[src/rtl/alu_bus_master.sv]
// -----------------------------------------------------------------------------
// alu_bus_master
//
// Runs one ALU job at a time over a simple request/grant register bus:
//   1. write operand2       -> ALU reg 0x01
//   2. write shift/control  -> ALU reg 0x02
//   3. write start (1)      -> ALU reg 0x05
//   4. poll status          <- ALU reg 0x04 until bit0 = 1 (bounded by POLL_LIMIT)
//   5. read result1         <- ALU reg 0x03
//   6. write result         -> RAM word idx at RAM_BASE + idx
// and then reports completion with a one-cycle done pulse.
//
// Ports
//   clk, reset                 clock, synchronous active-high reset
//   job_valid/job_ready        job handshake (ready only while idle)
//   job_op2, job_shift, job_idx job payload, latched on acceptance
//   done_valid                 one-cycle completion pulse
//   done_err, done_result      completion status, held until the next job ends
//   M_req, M_wr, M_addr, M_dout bus request and beat attributes
//   M_grant                    slave accepts the current beat
//   M_din                      read data, sampled on the completing edge
//
// A beat completes on a rising edge with M_req & M_grant. The bus outputs are
// decoded from registered state only, so they cannot change while a beat is
// waiting for its grant.
// -----------------------------------------------------------------------------
module alu_bus_master #(
    parameter logic [7:0] POLL_LIMIT = 8'd255,
    parameter logic [7:0] RAM_BASE   = 8'h20
) (
    input  logic        clk,
    input  logic        reset,
    input  logic        job_valid,
    output logic        job_ready,
    input  logic [31:0] job_op2,
    input  logic [31:0] job_shift,
    input  logic [4:0]  job_idx,
    output logic        done_valid,
    output logic        done_err,
    output logic [31:0] done_result,
    output logic        M_req,
    output logic        M_wr,
    output logic [7:0]  M_addr,
    output logic [31:0] M_dout,
    input  logic        M_grant,
    input  logic [31:0] M_din
);

    localparam logic [7:0] ADDR_OP2    = 8'h01;
    localparam logic [7:0] ADDR_SHIFT  = 8'h02;
    localparam logic [7:0] ADDR_RESULT = 8'h03;
    localparam logic [7:0] ADDR_STATUS = 8'h04;
    localparam logic [7:0] ADDR_START  = 8'h05;

    typedef enum logic [2:0] {
        IDLE,
        WR_OP2,
        WR_SHIFT,
        WR_START,
        POLL,
        RD_RES,
        WR_RAM,
        DONE
    } state_t;

    state_t      state_reg, state_next;
    logic [31:0] op2_reg, op2_next;
    logic [31:0] shift_reg, shift_next;
    logic [4:0]  idx_reg, idx_next;
    logic [31:0] result_reg, result_next;
    logic [7:0]  poll_cnt_reg, poll_cnt_next;
    logic [31:0] done_result_reg, done_result_next;
    logic        done_err_reg, done_err_next;
    logic        beat_done;

    assign done_err    = done_err_reg;
    assign done_result = done_result_reg;

    always_ff @(posedge clk) begin
        if (reset) begin
            state_reg       <= IDLE;
            op2_reg         <= '0;
            shift_reg       <= '0;
            idx_reg         <= '0;
            result_reg      <= '0;
            poll_cnt_reg    <= '0;
            done_result_reg <= '0;
            done_err_reg    <= 1'b0;
        end else begin
            state_reg       <= state_next;
            op2_reg         <= op2_next;
            shift_reg       <= shift_next;
            idx_reg         <= idx_next;
            result_reg      <= result_next;
            poll_cnt_reg    <= poll_cnt_next;
            done_result_reg <= done_result_next;
            done_err_reg    <= done_err_next;
        end
    end

    always_comb begin
        state_next       = state_reg;
        op2_next         = op2_reg;
        shift_next       = shift_reg;
        idx_next         = idx_reg;
        result_next      = result_reg;
        poll_cnt_next    = poll_cnt_reg;
        done_result_next = done_result_reg;
        done_err_next    = done_err_reg;
        job_ready        = 1'b0;
        done_valid       = 1'b0;
        M_req            = 1'b0;
        M_wr             = 1'b0;
        M_addr           = 8'h00;
        M_dout           = 32'h0;

        // Bus beat presented in each state.
        case (state_reg)
            IDLE:     job_ready = 1'b1;
            WR_OP2:   begin M_req = 1'b1; M_wr = 1'b1; M_addr = ADDR_OP2;   M_dout = op2_reg;   end
            WR_SHIFT: begin M_req = 1'b1; M_wr = 1'b1; M_addr = ADDR_SHIFT; M_dout = shift_reg; end
            WR_START: begin M_req = 1'b1; M_wr = 1'b1; M_addr = ADDR_START; M_dout = 32'h0000_0001; end
            POLL:     begin M_req = 1'b1; M_addr = ADDR_STATUS; end
            RD_RES:   begin M_req = 1'b1; M_addr = ADDR_RESULT; end
            WR_RAM:   begin
                M_req  = 1'b1;
                M_wr   = 1'b1;
                // idx is 5 bits, so the address stays inside the 32-word window.
                M_addr = RAM_BASE + {3'b000, idx_reg};
                M_dout = result_reg;
            end
            DONE:     done_valid = 1'b1;
            default:  ;
        endcase

        // A grant while nothing is requested never advances the sequence.
        beat_done = M_req && M_grant;

        case (state_reg)
            IDLE: begin
                if (job_valid) begin
                    op2_next   = job_op2;
                    shift_next = job_shift;
                    idx_next   = job_idx;
                    state_next = WR_OP2;
                end
            end
            WR_OP2:   if (beat_done) state_next = WR_SHIFT;
            WR_SHIFT: if (beat_done) state_next = WR_START;
            WR_START: begin
                if (beat_done) begin
                    poll_cnt_next = 8'd0;
                    state_next    = POLL;
                end
            end
            POLL: begin
                if (beat_done) begin
                    if (M_din[0]) begin
                        state_next = RD_RES;
                    end else begin
                        poll_cnt_next = poll_cnt_reg + 8'd1;
                        // Give up once POLL_LIMIT not-done reads have been seen.
                        if (poll_cnt_reg + 8'd1 == POLL_LIMIT) begin
                            done_err_next    = 1'b1;
                            done_result_next = 32'h0;
                            state_next       = DONE;
                        end
                    end
                end
            end
            RD_RES: begin
                if (beat_done) begin
                    result_next = M_din;
                    state_next  = WR_RAM;
                end
            end
            WR_RAM: begin
                if (beat_done) begin
                    done_err_next    = 1'b0;
                    done_result_next = result_reg;
                    state_next       = DONE;
                end
            end
            DONE:    state_next = IDLE;
            default: state_next = IDLE;
        endcase
    end

endmodule
[config.mk]
export PLATFORM = sky130hd
export DESIGN_NAME = alu_bus_master
export DESIGN_NICKNAME = d
export VERILOG_FILES = /design/src/rtl/alu_bus_master.sv
export SDC_FILE = /design/constraint.sdc
export NUM_CORES = 1
export LEC_CHECK = 0
export CAP_MARGIN = 20
export CORE_ASPECT_RATIO = 0.7
export CORE_MARGIN = 2
export CORE_UTILIZATION = 48
export CTS_CLUSTER_DIAMETER = 150
export DETAILED_ROUTE_END_ITERATION = 7
export PLACE_DENSITY = 0.85
export REMOVE_ABC_BUFFERS = 1
export SLEW_MARGIN = 20
export SYNTH_ARGS = -nofsm -noshare
export SYNTH_HDL_FRONTEND = slang
export SYNTH_SLANG_ARGS = --single-unit
[constraint.sdc]
create_clock -name clk -period 2.38 [get_ports clk]
set_clock_uncertainty 0.1 [all_clocks]
set_input_delay 0.476 -clock clk [delete_from_list [all_inputs] [get_ports clk]]
set_output_delay 0.476 -clock clk [all_outputs]
set_load 0.005 [all_outputs]
# After elaboration in Yosys (flattened, before gate mapping)
# Index checks and enable logic that the tools add are counted.
[op_classes]
n_mux = 30
n_eq_ne = 18
n_reduce_logical = 11
n_addsub = 2
[op_table]
columns = ["op", "count"]
rows = [
  ["32-bit 2-to-1 mux", 4],
  ["32-bit one-hot mux with 4 select lines", 1],
  ["32-bit one-hot mux with 2 select lines", 1],
  ["7-bit one-hot mux with 6 select lines", 1],
  ["3-bit 2-to-1 mux", 9],
  ["8-bit 2-to-1 mux", 3],
  ["3-bit one-hot mux with 8 select lines", 1],
  ["2-bit != test, second input constant", 9],
  ["8-bit one-hot mux with 2 select lines", 1],
  ["3-bit == test, second input constant", 4],
  ["8-bit by 1-bit adder with 8-bit output, second input constant", 1],
  ["8-bit == test, second input constant", 1],
  ["1-bit 2-to-1 mux", 8],
  ["8-bit AND reduction", 1],
  ["6-bit by 5-bit adder with 7-bit output, first input constant", 1],
  ["3-bit by 2-bit == test with 1-bit output, second input constant", 2],
  ["6-bit OR reduction", 1],
  ["5-bit AND reduction", 1],
  ["2-bit AND reduction", 2],
  ["4-bit AND reduction", 1],
  ["2-bit nonzero test", 2],
  ["4-bit OR reduction", 1],
  ["3-bit by 1-bit == test with 1-bit output, second input constant", 1],
  ["3-bit zero test", 1],
  ["other kinds (3)", 3],
]
[word_totals]
word_cells = 69
reg_bits = 145
out_inout_bits = 77
in_bits = 105

# Longest topological paths before layout
[logic_depth]
word_depth = 6
ltp_mapped = 8
ltp_nobuf = 7

# Worst setup path before layout
# OpenSTA, ideal clock, no wires.
[synth_path]
path_kind = "flip-flop to output port"
startpoint = "register state_reg[0]"
endpoint = "output port M_dout[12]"
path_buffers = 3
path_slack_ns = 0.486
stages_incl_launch_ff = 7
required_time_ns = 1.804
t_arrival_ns = 1.318
cell_sequence = "dfxtp_1 > buf_2 > clkbuf_1 > nor3_2 > buf_2 > nand2_1 > o21ai_1"
[synth_via]
elab_chain_cells = 2
word_cells_on_any_way = 5
cone_classes = "4 x eq/ne; 1 x mux"
[synth_lines]
columns = ["element", "line", "rtl"]
rows = [
  ["from (decl)", "66", "state_t state_reg, state_next;"],
  ["from (signal assigned)", "90", "state_reg <= state_next;"],
  ["3-bit == test (tied with other cells)", "118", "case (state_reg)"],
  ["32-bit one-hot mux with 4 select lines (*)", "118", ""],
  ["to (decl)", "44", "output logic [31:0] M_dout,"],
]
# Every way passes the cells marked *; elsewhere a longest branch is shown, timed or not.

# Final worst setup path
[layout_path]
startpoint = "register state_reg[2]"
endpoint = "output port done_valid"
[layout_via]
elab_chain_cells = 2
[layout_lines]
columns = ["element", "line", "rtl"]
rows = [
  ["3-bit == test", "118", ""],
  ["1-bit 2-to-1 mux", "118", ""],
  ["to (decl)", "38", "output logic done_valid,"],
]
# No other way between the ends.

==> impl_metrics.yaml <==
status:
  outcome: "complete, no violations"
floorplanning:
  die_x_um: 144
  coreArea_mm2: 0.0132
  rows: 35
  start_util_pct: 49.5
  io_pins: 182
  fp.dieH_um: 102
  die_area_mm2: 0.0146
synthesis:
  async_flop_share_pct: 0
  synth-edff-count: 0
  synthDistinctLibCells: 50
  synth-main-ff-cell: "dfxtp_1"
  yosysWarningCount: 0
  syn_area_per_cell_um2: 8.01
  synth-seq-area-share_pct: 44.3
  ys_ff_latch: 145
  synth.cell_area_mm2: 0.00655
  syn-instance-count: 818
clock_network:
  cts_sinks: 145
  insertion_delay_ns: 0.42
  cts_buffer_depth: 2
  htreeDepth: 4
  cts_tree: "built"
  numCtsBuffers: 17
  clkTransAtPathRegs_ns: 0.06
  root_buffer: "clkbuf_16"
place:
  post-place-cells: 1141
  place_area_mm2: 0.00858
  place.gp.congestion: 0.875
  hpwl_um: 12700
  port-buffer-count: 179
cells_and_area:
  diodes: 0
  final_nets: 1115
  fin_util_pct: 72.6
  nFillCells: 1011
  postLayoutCellArea_mm2: 0.00960
  layout-area-overhead-vs-synth_pct: 46.5
  final_cells: 1206
  drive_gt1_share_pct: 21.5
worst_setup_path:
  crit_type: "flop to output pin"
  setup.worst_path.start: "state_reg[2]"
  crit_arrival_ns: 1.77
  rr_endpoint: "done_result[17]"
  r2r_slack_ns: 0.29
  r2r-start: "poll_cnt_reg[0]"
  r2r_cells: 8
  cp-start-kind: "flop"
  cp-end-kind: "output pin"
  cp-endpoint: "done_valid"
  required_ns: 1.80
  crit_fanout: 12
timing:
  drv_slew: 0
  grt_setup_unrepaired: "yes"
  finalHoldViolations: 0
  min_period_ns: 2.35
  max_freq_mhz: 426
  relSlewSlack_pct: 38.5
  min_period_over_period_pct: 98.6
  setup-violations-final: 0
  worst_pin_slew_ns: 0.922
grt:
  overflow: 0
  grt_pass1_wl_um: 32600
  antenna_found_initial: 0
  grt_max_degree: 87
  first_global_vias: 6288
  grt_use_total_pct: 28.8
route:
  dr.pass1.iters: 5
  num_vias: 6667
  ant_nets: 0
  drt_iter0_markers: 534
  wl_per_cell_um: 18.1
  drt_drc_violations_left: 0
  wirelength_um: 21800
  avgViaCountPerCell: 5.53
min_path:
  hp-class: "flop to flop"
power:
  irDropWorstVdd_mv: 0.546
  power.density_mw_per_mm2: 696
  leakage_nw: 3.58
job:
  maxCapViolCount: 0
-- through the flow --
stage | TNS, ns | total power, mW | setup WS, ns | hold slack, ns
4_1_cts | -2.15 | 6.63 | -0.223 | 0.355
3_5_place_dp | 0 | 3.90 | 0.0807 | 0.345
5_1_grt | -0.337 | 6.92 | -0.0492 | 0.373
2_1_floorplan | -125.90 | 3.22 | -1.67 | 0.323
6_report | 0 | 6.69 | 0.0329 | 0.354
3_3_place_gp | 0 | 3.87 | 0.123 | 0.338
-- how the worst min path moves through the flow --
stage	startpoint	to	slack, ns	depth (start not counted)
6_report	op2_reg[8]	op2_reg[8]	0.35	2
5_1_grt	shift_reg[7]	shift_reg[7]	0.37	2
4_1_cts	idx_reg[4]	idx_reg[4]	0.35	2
3_5_place_dp	idx_reg[4]	idx_reg[4]	0.35	2
3_3_place_gp	idx_reg[4]	idx_reg[4]	0.34	2
2_1_floorplan	poll_cnt_reg[7]	poll_cnt_reg[7]	0.32	1
-- power by group --
part           internal, mW  switching (mW)
registers              2.61           0.138
clock network          1.57            1.14
logic                 0.667           0.564
total                  4.85            1.84
-- worst max-delay path, cell delays in order, from the launching register on --
cell and delay, ns:
dfxtp_2 0.35, buf_4 0.17, buf_16 0.16, and3_4 0.19
clkdlybuf4s50_1 0.49
-- Yosys cell counts (2+ instances only) --
master | count | share of area [%]
nand2_1 | 242 | 14
inv_2 | 2 | 0.11
buf_4 | 3 | 0.34
buf_2 | 24 | 1.8
nand3_1 | 5 | 0.38
and2_1 | 4 | 0.38
nand4b_1 | 3 | 0.40
nand3b_1 | 2 | 0.23
inv_1 | 34 | 1.9
and3_1 | 3 | 0.29
a22oi_1 | 34 | 3.9
o21ai_1 | 27 | 2.1
nor2_1 | 19 | 1.1
dfxtp_1 | 145 | 44
o21ai_2 | 30 | 4.0
a21o_1 | 2 | 0.23
nand2_2 | 2 | 0.19
o21ai_0 | 18 | 1.4
a21oi_1 | 114 | 8.7
nor3_1 | 2 | 0.15
ha_1 | 2 | 0.38
nor4b_4 | 3 | 1.1
nor3_2 | 2 | 0.31
a211oi_1 | 4 | 0.46
clkbuf_1 | 30 | 1.7
a31oi_1 | 2 | 0.19
nand2b_1 | 3 | 0.29
a22oi_2 | 29 | 5.5
buf_6 | 7 | 1.2
-- metal layers --
layer	track usage (%)	vias to the layer above	wire length (µm)
met5	0	-	0
met4	7.84	0	398
met3	9.79	38	2090
met2	46.3	320	10100
met1	37.2	3162	9230
li1	-	3147	-
-- layout by cell type (no fill, tap or decap), drive strengths merged, types with 4 or more instances in the layout --
master | netlist | final
a22oi | 63 | 63
clkinv | 0 | 4
nor3 | 4 | 4
nand2 | 244 | 244
a21oi | 115 | 115
and2 | 5 | 5
o21ai | 75 | 75
buf | 36 | 65
dlymetal6s2s | 0 | 4
dlygate4sd2 | 0 | 4
clkbuf | 31 | 40
inv | 36 | 42
nand3 | 5 | 5
and3 | 4 | 4
a211oi | 4 | 4
nor2 | 19 | 19
clkdlybuf4s50 | 0 | 137
dfxtp | 145 | 145
-- area by class of cell --
| cell class | count | area, µm² | share of cell area, % |
|---|---|---|---|
| flip-flops and latches | 145 | 2910 | 30.3 |
| repair buffers | 237 | 2460 | 25.7 |
| clock inverters | 15 | 171 | 1.79 |
| clock buffers | 17 | 425 | 4.43 |
| well taps | 185 | 231 | 2.41 |
| multi-input cells | 571 | 3260 | 34.0 |
| inverters | 36 | 138 | 1.43 |
-- cell families after synthesis --
family / count (synthesis) / synth area share (%)
compound gates: 268 / 27.8
buf+inv: 103 / 7.60
simple gates: 298 / 19.6
fa+ha+maj: 2 / 0.382
flops: 145 / 44.3
other cells: 1 / 0.0572
xor+xnor: 1 / 0.248
-- repair_timing --
action,4_1_cts,5_1_grt
buffers inserted,14,10
cloned,4,5
gates resized for setup,68,86
hold buffers,0,0
setup endpoints to repair,42,35
pin swaps,4,10
endpoints found under the hold margin,0,0
No activity file was read; power rests on OpenSTA's default activity.
